===== src/rtl/dtw_pkg.sv =====
// Shared constants, state encoding and the training-code decoder for the
// DTW scheduler slice.
package dtw_pkg;

  localparam int SCORE_W = 27;
  localparam int N_TEMPL = 9;

  localparam logic [3:0] NOISE_SLOT = 4'd8;

  // Command word codes. Word slots 0..7 map onto 4'b0100..4'b1011.
  localparam logic [3:0] CMD_NONE      = 4'b0000;
  localparam logic [3:0] CMD_NONE_WORD = 4'b0100;
  localparam logic [3:0] CMD_RED       = 4'b0101;
  localparam logic [3:0] CMD_BLACK     = 4'b0110;
  localparam logic [3:0] CMD_BLUE      = 4'b0111;
  localparam logic [3:0] CMD_LEFT      = 4'b1000;
  localparam logic [3:0] CMD_RIGHT     = 4'b1001;
  localparam logic [3:0] CMD_GO        = 4'b1010;
  localparam logic [3:0] CMD_STOP      = 4'b1011;

  typedef enum logic [2:0] {
    IDLE         = 3'd0,
    LAUNCH       = 3'd1,
    WAIT         = 3'd2,
    DECIDE       = 3'd3,
    TRAIN_LAUNCH = 3'd4,
    TRAIN_WAIT   = 3'd5
  } state_t;

  typedef struct packed {
    logic       valid;
    logic [3:0] slot;
  } train_map_t;

  // Word code -> template slot. 0000 trains the noise slot, word codes
  // 0100..1011 train slots 0..7, everything else is rejected.
  function automatic train_map_t train_slot(input logic [3:0] code);
    train_map_t m;
    m.valid = 1'b0;
    m.slot  = 4'd0;
    if (code == CMD_NONE) begin
      m.valid = 1'b1;
      m.slot  = NOISE_SLOT;
    end else if (code >= CMD_NONE_WORD && code <= CMD_STOP) begin
      m.valid = 1'b1;
      m.slot  = code - 4'd4;
    end
    return m;
  endfunction

endpackage


===== src/rtl/dtw_min_tracker.sv =====
// Running argmin over the word-slot scores of one utterance. A strictly-less
// update means equal scores keep the earlier (lower) slot index.
module dtw_min_tracker #(
  parameter int SCORE_W = 27
) (
  input  logic               clock,
  input  logic               reset,
  input  logic               clear,
  input  logic               update,
  input  logic [SCORE_W-1:0] score,
  input  logic [3:0]         idx,
  output logic [SCORE_W-1:0] min_score,
  output logic [3:0]         min_idx
);

  // Clear to the worst possible score, then keep the smallest seen so far.
  always_ff @(posedge clock) begin
    if (reset || clear) begin
      min_score <= '1;
      min_idx   <= 4'd0;
    end else if (update && (score < min_score)) begin
      min_score <= score;
      min_idx   <= idx;
    end
  end

endmodule


===== src/rtl/dtw_scheduler.sv =====
// Shares one DTW engine across the nine template slots: scores an utterance
// against slots 0..8 in turn and issues the best word if it beats noise, or
// routes a training utterance to a single slot.
//
// Engine handshake: dtw_start is a one-cycle request carrying dtw_train and
// dtw_slot; there is no ready/backpressure. dtw_done is a one-cycle response
// with dtw_score valid in the same cycle, and it is only accepted in WAIT or
// TRAIN_WAIT -- a done seen in any other state is ignored.
module dtw_scheduler #(
  parameter int SCORE_W = dtw_pkg::SCORE_W,
  parameter int TIMEOUT = 1048576
) (
  input  logic               clock,
  input  logic               reset,
  input  logic               utter_ready,
  input  logic               training_enable,
  input  logic [3:0]         training_select,
  output logic               dtw_start,
  output logic               dtw_train,
  output logic [3:0]         dtw_slot,
  input  logic               dtw_done,
  input  logic [SCORE_W-1:0] dtw_score,
  output logic               busy,
  output logic               command_valid,
  output logic [3:0]         command,
  output logic [SCORE_W-1:0] best_score,
  output logic               overrun
);

  import dtw_pkg::*;

  localparam int TW = (TIMEOUT > 2) ? $clog2(TIMEOUT) : 1;
  localparam logic [TW-1:0] TIMER_LAST = TW'(TIMEOUT - 1);

  state_t             state;
  logic [3:0]         slot;
  logic [TW-1:0]      timer;
  logic [SCORE_W-1:0] noise_score;
  logic [SCORE_W-1:0] noise_next;
  logic [SCORE_W-1:0] min_score;
  logic [3:0]         min_idx;

  logic               slot_finish;
  logic [SCORE_W-1:0] slot_score;
  logic               start_recog;
  logic               word_update;
  logic               noise_finish;
  train_map_t         train_map;

  // A slot finishes on done or when the wait budget runs out; a timed-out
  // slot scores as all-ones so it can never win.
  always_comb begin
    slot_finish  = dtw_done || (timer == TIMER_LAST);
    slot_score   = dtw_done ? dtw_score : '1;
    start_recog  = (state == IDLE) && utter_ready && !training_enable;
    word_update  = (state == WAIT) && slot_finish && (slot != NOISE_SLOT);
    noise_finish = (state == WAIT) && slot_finish && (slot == NOISE_SLOT);
    train_map    = train_slot(training_select);
    noise_next   = noise_score;
    if (noise_finish) noise_next = slot_score;
  end

  dtw_min_tracker #(.SCORE_W(SCORE_W)) u_min (
    .clock     (clock),
    .reset     (reset),
    .clear     (start_recog),
    .update    (word_update),
    .score     (slot_score),
    .idx       (slot),
    .min_score (min_score),
    .min_idx   (min_idx)
  );

  // Sequencer: walks the slots, makes the decision, and drives every output
  // from a register so consumers see clean one-cycle pulses.
  always_ff @(posedge clock) begin
    if (reset) begin
      state         <= IDLE;
      slot          <= 4'd0;
      timer         <= '0;
      noise_score   <= '1;
      dtw_start     <= 1'b0;
      dtw_train     <= 1'b0;
      dtw_slot      <= 4'd0;
      busy          <= 1'b0;
      command_valid <= 1'b0;
      command       <= CMD_NONE;
      best_score    <= '0;
      overrun       <= 1'b0;
    end else begin
      dtw_start     <= 1'b0;
      dtw_train     <= 1'b0;
      command_valid <= 1'b0;
      command       <= CMD_NONE;
      overrun       <= utter_ready && (state != IDLE);
      noise_score   <= noise_next;

      case (state)
        IDLE: begin
          if (utter_ready && !training_enable) begin
            state     <= LAUNCH;
            slot      <= 4'd0;
            dtw_slot  <= 4'd0;
            dtw_start <= 1'b1;
            busy      <= 1'b1;
          end else if (utter_ready && train_map.valid) begin
            state     <= TRAIN_LAUNCH;
            dtw_slot  <= train_map.slot;
            dtw_start <= 1'b1;
            dtw_train <= 1'b1;
            busy      <= 1'b1;
          end
        end

        LAUNCH: begin
          state <= WAIT;
          timer <= '0;
        end

        WAIT: begin
          if (slot_finish) begin
            if (slot == NOISE_SLOT) begin
              state         <= DECIDE;
              command_valid <= 1'b1;
              command       <= (min_score < noise_next) ? (CMD_NONE_WORD + min_idx) : CMD_NONE;
              best_score    <= min_score;
            end else begin
              state     <= LAUNCH;
              slot      <= slot + 4'd1;
              dtw_slot  <= slot + 4'd1;
              dtw_start <= 1'b1;
            end
          end else begin
            timer <= timer + 1'b1;
          end
        end

        DECIDE: begin
          state <= IDLE;
          busy  <= 1'b0;
        end

        TRAIN_LAUNCH: begin
          state <= TRAIN_WAIT;
          timer <= '0;
        end

        TRAIN_WAIT: begin
          if (slot_finish) begin
            state <= IDLE;
            busy  <= 1'b0;
          end else begin
            timer <= timer + 1'b1;
          end
        end

        default: begin
          state <= IDLE;
          busy  <= 1'b0;
        end
      endcase
    end
  end

endmodule


===== config.mk =====
export PLATFORM = sky130hd
export DESIGN_NAME = dtw_scheduler
export DESIGN_NICKNAME = d
export VERILOG_FILES = /design/src/rtl/dtw_pkg.sv /design/src/rtl/dtw_min_tracker.sv /design/src/rtl/dtw_scheduler.sv
export SDC_FILE = /design/constraint.sdc
export NUM_CORES = 1
export LEC_CHECK = 0
export CORE_UTILIZATION = 49
export DETAILED_ROUTE_END_ITERATION = 12
export PLACE_DENSITY_LB_ADDON = 0.1
export SLEW_MARGIN = 20
export SYNTH_ARGS = -nofsm -noshare
export SYNTH_HDL_FRONTEND = slang
export SYNTH_SLANG_ARGS = --single-unit

===== constraint.sdc =====
create_clock -name clock -period 10.1 [get_ports clock]
set_input_delay 2.02 -clock clock [delete_from_list [all_inputs] [get_ports clock]]
set_output_delay 2.02 -clock clock [all_outputs]
set_load 0.01 [all_outputs]

Yosys cells after proc, flatten, opt, wreduce, memory -nomap -nowiden
Cells that the tools add are included.
{"block": "word_totals", "out_inout_bits": 40, "ram_bits": 0, "latch_bits": 0, "ff_bits": 125, "romBits": 0, "elab_cells": 100, "in_bits": 36, "n_memories": 0}
{"block": "op_classes", "n_reduce_logical": 30, "multipliers": 0, "n_addsub": 4, "n_div": 0, "order_cmp": 4, "bitwise": 6, "n_eq_ne": 13, "shift": 0, "mux": 29}
{"cell": "$lt 27x27->1", "count": 2}
{"cell": "$mux 27", "count": 2}
{"cell": "$pmux 20 s2", "count": 1}
{"cell": "$add 20x1->20 const B", "count": 1}
{"cell": "$eq 20x20->1 const B", "count": 1}
{"cell": "$mux 20", "count": 1}
{"cell": "$mux 4", "count": 5}
{"cell": "$pmux 4 s2", "count": 2}
{"cell": "$pmux 3 s5", "count": 1}
{"cell": "$mux 3", "count": 4}
{"cell": "$logic_and 1x1->1", "count": 10}
{"cell": "$mux 5", "count": 2}
{"cell": "$reduce_and 3->1", "count": 3}
{"cell": "$reduce_or 3->1", "count": 3}
{"cell": "$mux 1", "count": 8}
{"cell": "$ne 2x2->1 const B", "count": 4}
{"cell": "$reduce_and 4->1", "count": 2}
{"cell": "$eq 3x3->1 const B", "count": 2}
{"cell": "$not 1->1", "count": 6}
{"cell": "$reduce_or 5->1", "count": 1}
{"cell": "$add 3x4->4 const A", "count": 1}
{"cell": "$add 4x1->4 const B", "count": 1}
{"cell": "$eq 4x4->1 const B", "count": 1}
{"cell": "$ge 4x3->1 const B", "count": 1}
{"cell": "other kinds (18)", "count": 21}

Depth between registers and ports, before layout
Gate-level depths: netlist of the first run.
{"block": "depth", "word_depth": 8, "mapped_depth": 15, "depth_no_buf": 13}

Cells and area by module
Synthesis of the first run repeated with hierarchy kept, for this count alone.
{"block": "unflattened", "cells_unflattened": 861, "hier_area_um2": 7045.5}
{"mod": "dtw_scheduler", "area_per_inst_um2": 5104.9, "cells_each": 630, "seq_area_each_um2": 1881.8, "instances": 1}
{"mod": "dtw_min_tracker", "area_per_inst_um2": 1940.6, "cells_each": 231, "seq_area_each_um2": 620.6, "instances": 1}

Worst setup path before layout of the first run
OpenSTA, ideal clock, no wires.
{"block": "synth_path", "path_kind": "input port to flip-flop", "startpoint": "input dtw_done", "endpoint": "register command[0]", "n_path_buf": 2, "arrival_ns": 4.364, "cell_stages": 12, "path_slack_ns": 5.640, "required_ns": 10.004, "setup_ns": 0.096, "cell_sequence": "clkbuf_1 a21oi_1 nor2_1 buf_2 o22ai_1 ha_1 a21o_1 a21o_1 a211o_1 o211ai_1 a21oi_1 nor4b_1"}
{"block": "synth_via", "elab_chain_len": 7, "elab_cells_between_ends": 9, "classes_between": "1 x order compare; 2 x mux; 2 x bitwise; 4 x reduce/logical"}
{"element": "start, declared", "line": "dtw_scheduler.sv:21", "text": "input logic dtw_done,"}
{"element": "$logic_or 1x1->1", "line": "dtw_scheduler.sv:53", "text": "slot_finish = dtw_done || (timer == TIMER_LAST);"}
{"element": "$logic_and 1x1->1 (2 in a row)", "line": "dtw_scheduler.sv:57", "text": "noise_finish = (state == WAIT) && slot_finish && (slot == NOISE_SLOT);"}
{"element": "$mux 27", "line": "dtw_scheduler.sv:60", "text": "if (noise_finish) noise_next = slot_score;"}
{"element": "$lt 27x27->1", "line": "dtw_scheduler.sv:125", "text": "command <= (min_score < noise_next) ? (CMD_NONE_WORD + min_idx) : CMD_NONE;"}
{"element": "$not 1->1 (no source line)"}
{"element": "$reduce_or 5->1 (no source line) (*)"}
{"element": "end signal, assigned", "line": "dtw_scheduler.sv:125"}
{"element": "end, declared", "line": "dtw_scheduler.sv:25", "text": "output logic [3:0] command,"}
Every way passes the cells marked *; elsewhere a longest branch is shown, timed or not.
A chain may end at the register's enable or synchronous reset.

Worst setup path in the final report of the first run
{"block": "layout_path", "startpoint": "input dtw_done", "endpoint": "register command[2]"}
The elaborated chain is that of the path after synthesis.

==> run_results.csv, run 1 <==
group,metric,value,unit
route,detailroute.via_count,5859,
clocking,postCtsSetupRepairBufs,0,
layout,area.growth.synth_to_final,23.7,%
route,finalWirelength,16500,µm
worst_setup_path,r2r_cells,14,
sta,skew,0.0101,ns
layout,antenna_diode_instance_count,0,
layout,final_net_count,918,
synthesis,synth_mux_area_share,0.836,%
synthesis,seq_area_frac_synth,39.5,%
synthesis,proportion_of_synthesized_flip_flops_having_asynchronous_set_or_reset,0,%
global_route,grt_pass1_vias,5513,
synthesis,synth_cell_type_count,54,
sta,rsz0062_at_grt,"false",
place,port_buffers,75,
layout,layout_common_cells,"sky130_fd_sc_hd__dfxtp_1, sky130_fd_sc_hd__nand2_1, sky130_fd_sc_hd__a21oi_1, sky130_fd_sc_hd__clkdlybuf4s50_1, sky130_fd_sc_hd__ha_1",
floorplan,chipWidth,115,µm
floorplan,placementRows,41,
clocking,ctsHtreeMaxLevel,4,
route,antenna_left,0,
route,firstDrtPassIters,5,
sta,finalHoldViolations,0,
run_status,run_status,"finished clean",
clocking,worst_case_clock_buffer_depth,2,
sta,slew-limit-headroom,32.2,%
synthesis,synth_xor_xnor_area_share,0.697,%
route,drc,0,
global_route,globalRoute.totalOverflow,0,
sta,finalSetupViolCount,0,
clocking,cts_tree,"built",
clocking,cts-buffers-inserted,17,
synthesis,synth_cells,770,
clocking,hold_buffers,0,
global_route,largest_net_degree_at_the_start_of_global_routing,51,
global_route,grt_use_total,26.1,%
clocking,clock_sink_count,124,
synthesis,postSynthNetCount,863,
power,total_leakage_power,3.11,nW
place,finalWeightedCongestion,0.835,
route,initialDrtViolationCount,348,
power,ir_drop,91.5,µV
global_route,grt_pass1_wl,26900,µm
route,avgRoutedWirePerCell,16.4,µm
synthesis,synth_compound_area_share,19.8,%
clocking,ctsResizeCount,0,
synthesis,synthSimpleGateAreaFrac,22.4,%
floorplan,die_h,115,µm
global_route,antenna_violations_before_repair,0,
layout,layout.cells.most_common,"sky130_fd_sc_hd__dfxtp_1",
sta,maxSlewViolCount,0,
worst_setup_path,critical_path_arrival,5.83,ns
worst_setup_path,cp-start-kind,"input pin",
power,powerDensity,160,nW/µm²
worst_setup_path,critPathMaxFanout,30,
synthesis,largest_family_of_logic_cells_by_synthesized_area,"simple AND/OR/NAND/NOR gates",
synthesis,syn-mean-instance-area,8.16,µm²
synthesis,yosys_most_used_dff,"sky130_fd_sc_hd__dfxtp_1",
sta,timing_worst_slew_pin_value,1.02,ns
synthesis,synth-warning-count,0,
sta,setup_total_negative_slack,0,ns
place,dp_hpwl,10900,µm
worst_setup_path,critPathCaptureType,"flip-flop",
place,placement.cell_area,7130,µm²
sta,final.period_utilization,54.9,%
clocking,clock_root_buffer,"sky130_fd_sc_hd__clkbuf_16",
layout,finish.instance_area,7770,µm²
synthesis,synth-edff-count,0,
min_path,hold_path_depth,2,
worst_setup_path,critPathRequiredTime,10.39,ns
clocking,cts.clk_slew.worst_paths,0.06,ns
floorplan,fp.dieArea,13300,µm²
min_path,min_path_type,"reg2reg",
floorplan,placeableCoreArea,12600,µm²
worst_setup_path,crit_type,"in2reg",
sta,shortest_clock_period_the_worst_path_allows_after_layout,5.54,ns
flow_run,reported_max_cap_violation_count,0,
synthesis,synth_fa_ha_area_share,11.3,%
floorplan,io_pins,76,
clocking,clk-insertion-delay-late,0.42,ns
synthesis,count_of_state_elements_after_synthesis,124,
synthesis,synthesized_area,6280,µm²
layout,post_route_cells_drive_above_1_share,6.44,%
floorplan,start_util,50.0,%
route,vias_per_cell,5.80,
sta,max_freq,0.180,GHz
## power breakdown
part	internal, mW	switching [mW]	leakage [nW]	total (mW)
Sequential	0.495	0.00548	1.00	0.500
Clock	0.430	0.220	0.308	0.649
Combinational	0.0396	0.0548	1.80	0.0943
Total	0.964	0.280	3.11	1.24
## synth_stat cells (18+ instances only)
cell type / count / area share (%)
sky130_fd_sc_hd__clkbuf_1: 34 / 2.0
sky130_fd_sc_hd__nand2b_1: 31 / 3.1
sky130_fd_sc_hd__nand3_1: 25 / 2.0
sky130_fd_sc_hd__nor3_1: 34 / 2.7
sky130_fd_sc_hd__nand4_1: 18 / 1.8
sky130_fd_sc_hd__dfxtp_1: 124 / 39
sky130_fd_sc_hd__a21oi_1: 90 / 7.2
sky130_fd_sc_hd__inv_1: 37 / 2.2
sky130_fd_sc_hd__o21ai_0: 42 / 3.3
sky130_fd_sc_hd__nor2_1: 30 / 1.8
sky130_fd_sc_hd__o22ai_1: 27 / 2.7
sky130_fd_sc_hd__nand2_1: 103 / 6.2
sky130_fd_sc_hd__ha_1: 57 / 11
## per-layer routing
| metal | share of wire, % | global-route usage [%] | up-vias |
|---|---|---|---|
| met5 | 0 | 0 | - |
| met4 | 1.4 | 9.18 | 0 |
| met3 | 4.9 | 5.69 | 21 |
| met2 | 48 | 43.4 | 153 |
| met1 | 46 | 33.5 | 2818 |
| li1 | - | - | 2867 |
## state kept, by name (all words and copies together), names as in the netlist
name and cells:
best_score 27, busy 1, command 4, command_valid 1, dtw_slot 4, dtw_start 1
dtw_train 1, noise_score 26, overrun 1, slot 4, state 3, timer 20
u_min.min_idx 4, u_min.min_score 27
## cells by family after synthesis
group	Yosys count
xor+xnor	5
compound gates	213
simple gates	282
mux	5
flops	124
buf+inv	84
fa+ha+maj	57
## critical path, stage by stage
cell and delay (ns):
sky130_fd_sc_hd__clkdlybuf4s50_1 0.45, sky130_fd_sc_hd__buf_4 0.36, sky130_fd_sc_hd__a21oi_1 0.15, sky130_fd_sc_hd__nor2_4 0.51, sky130_fd_sc_hd__buf_4 0.42, sky130_fd_sc_hd__o22ai_1 0.17
sky130_fd_sc_hd__ha_1 0.35, sky130_fd_sc_hd__a21oi_1 0.16, sky130_fd_sc_hd__a21boi_0 0.10, sky130_fd_sc_hd__o211ai_1 0.17, sky130_fd_sc_hd__a31oi_1 0.12, sky130_fd_sc_hd__or4_4 0.46
sky130_fd_sc_hd__nor4_1 0.36
## layout make-up
cell class	count	area, µm²
Tap cell	172	215
Multi-Input combinational cell	562	3500
Sequential cell	124	2480
Clock inverter	12	168
Clock buffer	20	467
Timing Repair Buffer	82	798
Fill cell	1107	4800
Inverter	38	143
## final timing paths
path,start,to,slack [ns]
setup / recovery,dtw_done,command[2],4.56
setup reg to reg,timer[0],command[2],5.72
hold / removal,best_score[7],best_score[7],0.45
hold reg to reg,best_score[7],best_score[7],0.45
## stage by stage
step	utilization, %	total power, mW	setup slack, ns	hold slack (ns)	cells
after detailed placement	56.7	0.603	4.17	0.446	978
after global placement	56.7	0.601	4.33	0.444	978
final	61.8	1.24	4.56	0.451	1010
after global routing	61.8	1.29	4.33	0.465	1010
after CTS	61.8	1.25	4.60	0.454	1010
after floorplan	-	0.566	5.64	0.435	770
No activity file was read; power rests on OpenSTA's default activity.
==> run 2: changes to the inputs <==
==> constraint.sdc (replaced) <==
create_clock -name clock -period 5.26 [get_ports clock]
set_input_delay 1.052 -clock clock [delete_from_list [all_inputs] [get_ports clock]]
set_output_delay 1.052 -clock clock [all_outputs]
set_load 0.01 [all_outputs]
==> run 2 against run 1 <==
Compared with the run above: core utilization stayed put; routed wire length down 0.56%; critical path type unchanged; sequential power grew 92%; largest cell class unchanged; final cell count rose by 0.69%; worst setup slack lost 3.3 ns; clock-buffer cell count rose by 1; power rose by 85%.
==> run_results.csv, run 2 (synthesis gave the netlist of run 1 again) <==
group,metric,value,unit
route,avgRoutedWirePerCell,16.2,µm
sta,final.period_utilization,77.0,%
worst_setup_path,critPathCaptureType,"flip-flop",
layout,fillers,1133,
power,total_switching_power,0.534,mW
power,p_int,1.77,mW
layout,area.growth.synth_to_final,23.7,%
flow_run,reported_max_cap_violation_count,0,
worst_setup_path,setup.reg_to_reg.worst_slack,1.33,ns
route,firstDrtPassIters,5,
power,netSwitchingFraction,23.2,%
sta,shortest_clock_period_the_worst_path_allows_after_layout,4.05,ns
clocking,worst_case_clock_buffer_depth,2,
place,dp_worst_setup_slack,0.756,ns
clocking,postCtsSetupRepairBufs,0,
floorplan,io_pins,76,
sta,finalSetupViolCount,0,
clocking,cts-buffers-inserted,17,
route,antenna_left,0,
worst_setup_path,critPathMaxFanout,15,
sta,skew,0.00688,ns
sta,max_freq,0.247,GHz
global_route,antenna_violations_before_repair,0,
worst_setup_path,crit_type,"in2reg",
layout,layout_common_cells,"sky130_fd_sc_hd__dfxtp_1, sky130_fd_sc_hd__nand2_1, sky130_fd_sc_hd__a21oi_1, sky130_fd_sc_hd__clkdlybuf4s50_1, sky130_fd_sc_hd__ha_1",
global_route,globalRoute.totalOverflow,0,
clocking,ctsResizeCount,0,
layout,combined_area_of_the_multi_input_logic_cells,3480,µm²
layout,antenna_diode_instance_count,0,
route,finalWirelength,16500,µm
layout,top_regs,"best_score: 27 flops, u_min.min_score: 27 flops, noise_score: 26 flops",
floorplan,placementRows,41,
layout,register_area,2480,µm²
layout,post_route_cells_drive_above_1_share,7.10,%
clocking,clk-insertion-delay-late,0.42,ns
worst_setup_path,cp-start-kind,"input pin",
clocking,clock_sink_count,124,
route,vias_per_cell,5.79,
worst_setup_path,critPathRequiredTime,5.57,ns
global_route,largest_net_degree_at_the_start_of_global_routing,60,
clocking,hold_buffers,0,
clocking,ctsHtreeMaxLevel,4,
power,power.share.clock,50.4,%
power,gate_power_share,7.8,%
place,finalWeightedCongestion,0.910,
sta,maxSlewViolCount,0,
power,total_leakage_power,3.13,nW
global_route,grt_pass1_wl,26700,µm
floorplan,chipWidth,115,µm
global_route,grt_pass1_vias,5451,
floorplan,start_util,50.0,%
sta,timing_worst_slew_pin_value,0.980,ns
layout,final_net_count,925,
sta,rsz0062_at_grt,"false",
route,initialDrtViolationCount,519,
place,port_buffers,75,
sta,finalHoldViolations,0,
min_path,min_path_type,"reg2reg",
route,detailroute.via_count,5887,
power,ir_drop,198,µV
global_route,grt_use_total,26.0,%
floorplan,die_h,115,µm
route,drc,0,
clocking,clock_root_buffer,"sky130_fd_sc_hd__clkbuf_16",
worst_setup_path,critical_path_arrival,4.36,ns
sta,slew-limit-headroom,34.6,%
sta,setup_total_negative_slack,0,ns
clocking,cts.clk_slew.worst_paths,0.05,ns
run_status,run_status,"finished clean",
clocking,cts_tree,"built",
sta,final.setup.worst_slack,1.21,ns
power,powerDensity,296,nW/µm²
floorplan,placeableCoreArea,12600,µm²
place,dp_hpwl,11600,µm
power,power.share.sequential,41.7,%
floorplan,fp.dieArea,13300,µm²
layout,layout.cells.most_common,"sky130_fd_sc_hd__dfxtp_1",
==> run 2: cell count changes in the layout (fill, tap and decap cells not counted), sizes merged <==
| cell | change |
|---|---|
| bufinv | -2 |
| buf | +7 |
| clkbuf | +1 |
| clkinv | +1 |
==> run 2: worst max-delay path, stage by stage <==
cell and delay, ns:
sky130_fd_sc_hd__clkdlybuf4s50_1 0.72, sky130_fd_sc_hd__a21oi_1 0.15, sky130_fd_sc_hd__nor2_4 0.37, sky130_fd_sc_hd__buf_4 0.28
sky130_fd_sc_hd__o22ai_1 0.13, sky130_fd_sc_hd__ha_1 0.33, sky130_fd_sc_hd__nand3_1 0.09, sky130_fd_sc_hd__a21boi_0 0.10
sky130_fd_sc_hd__o211ai_1 0.20, sky130_fd_sc_hd__a31oi_1 0.15, sky130_fd_sc_hd__or4_4 0.45, sky130_fd_sc_hd__nor4_1 0.32
==> run 2: per-layer routing <==
layer	up-vias	global-route usage [%]	part of all wire, %
li1	2883	-	-
met1	2810	33.8	46
met2	164	42.5	47
met3	30	5.38	5.5
met4	0	9.78	1.8
met5	-	0	0
==> run 2: metrics by stage <==
step	cell area [µm²]	std cells	hold WS (ns)	utilization, %	power, mW
detailed placement	7170	985	0.448	57.1	1.16
global placement	7170	985	0.444	57.1	1.16
CTS	7770	1017	0.455	61.8	2.32
finish	7770	1017	0.452	61.8	2.30
global route	7770	1017	0.468	61.8	2.38
floorplan	6280	770	0.435	-	1.09
==> run 2: final timing paths <==
| check | startpoint | end | cells past startpoint |
|---|---|---|---|
| min | best_score[22] | best_score[22] | 2 |
| max | dtw_done | command[3] | 12 |
| min reg2reg | best_score[22] | best_score[22] | 2 |
| max reg2reg | timer[4] | command[3] | 13 |
==> run 2: power by group through the flow <==
| stage | Combinational [mW] | Sequential, mW | Clock [mW] |
|---|---|---|---|
| floorplan | 0.107 | 0.979 | 0 |
| global placement | 0.176 | 0.981 | 0 |
| detailed placement | 0.179 | 0.981 | 0 |
| CTS | 0.180 | 0.961 | 1.17 |
| global route | 0.199 | 0.963 | 1.22 |
| finish | 0.180 | 0.962 | 1.16 |
==> run 2: final cells by class <==
type | count | share of cell area, %
repair buffers | 89 | 10.9
clock buffers | 21 | 6.18
well taps | 172 | 2.77
clock inverters | 11 | 1.50
flip-flops and latches | 124 | 31.9
multi-input cells | 562 | 44.8
inverters | 38 | 1.84
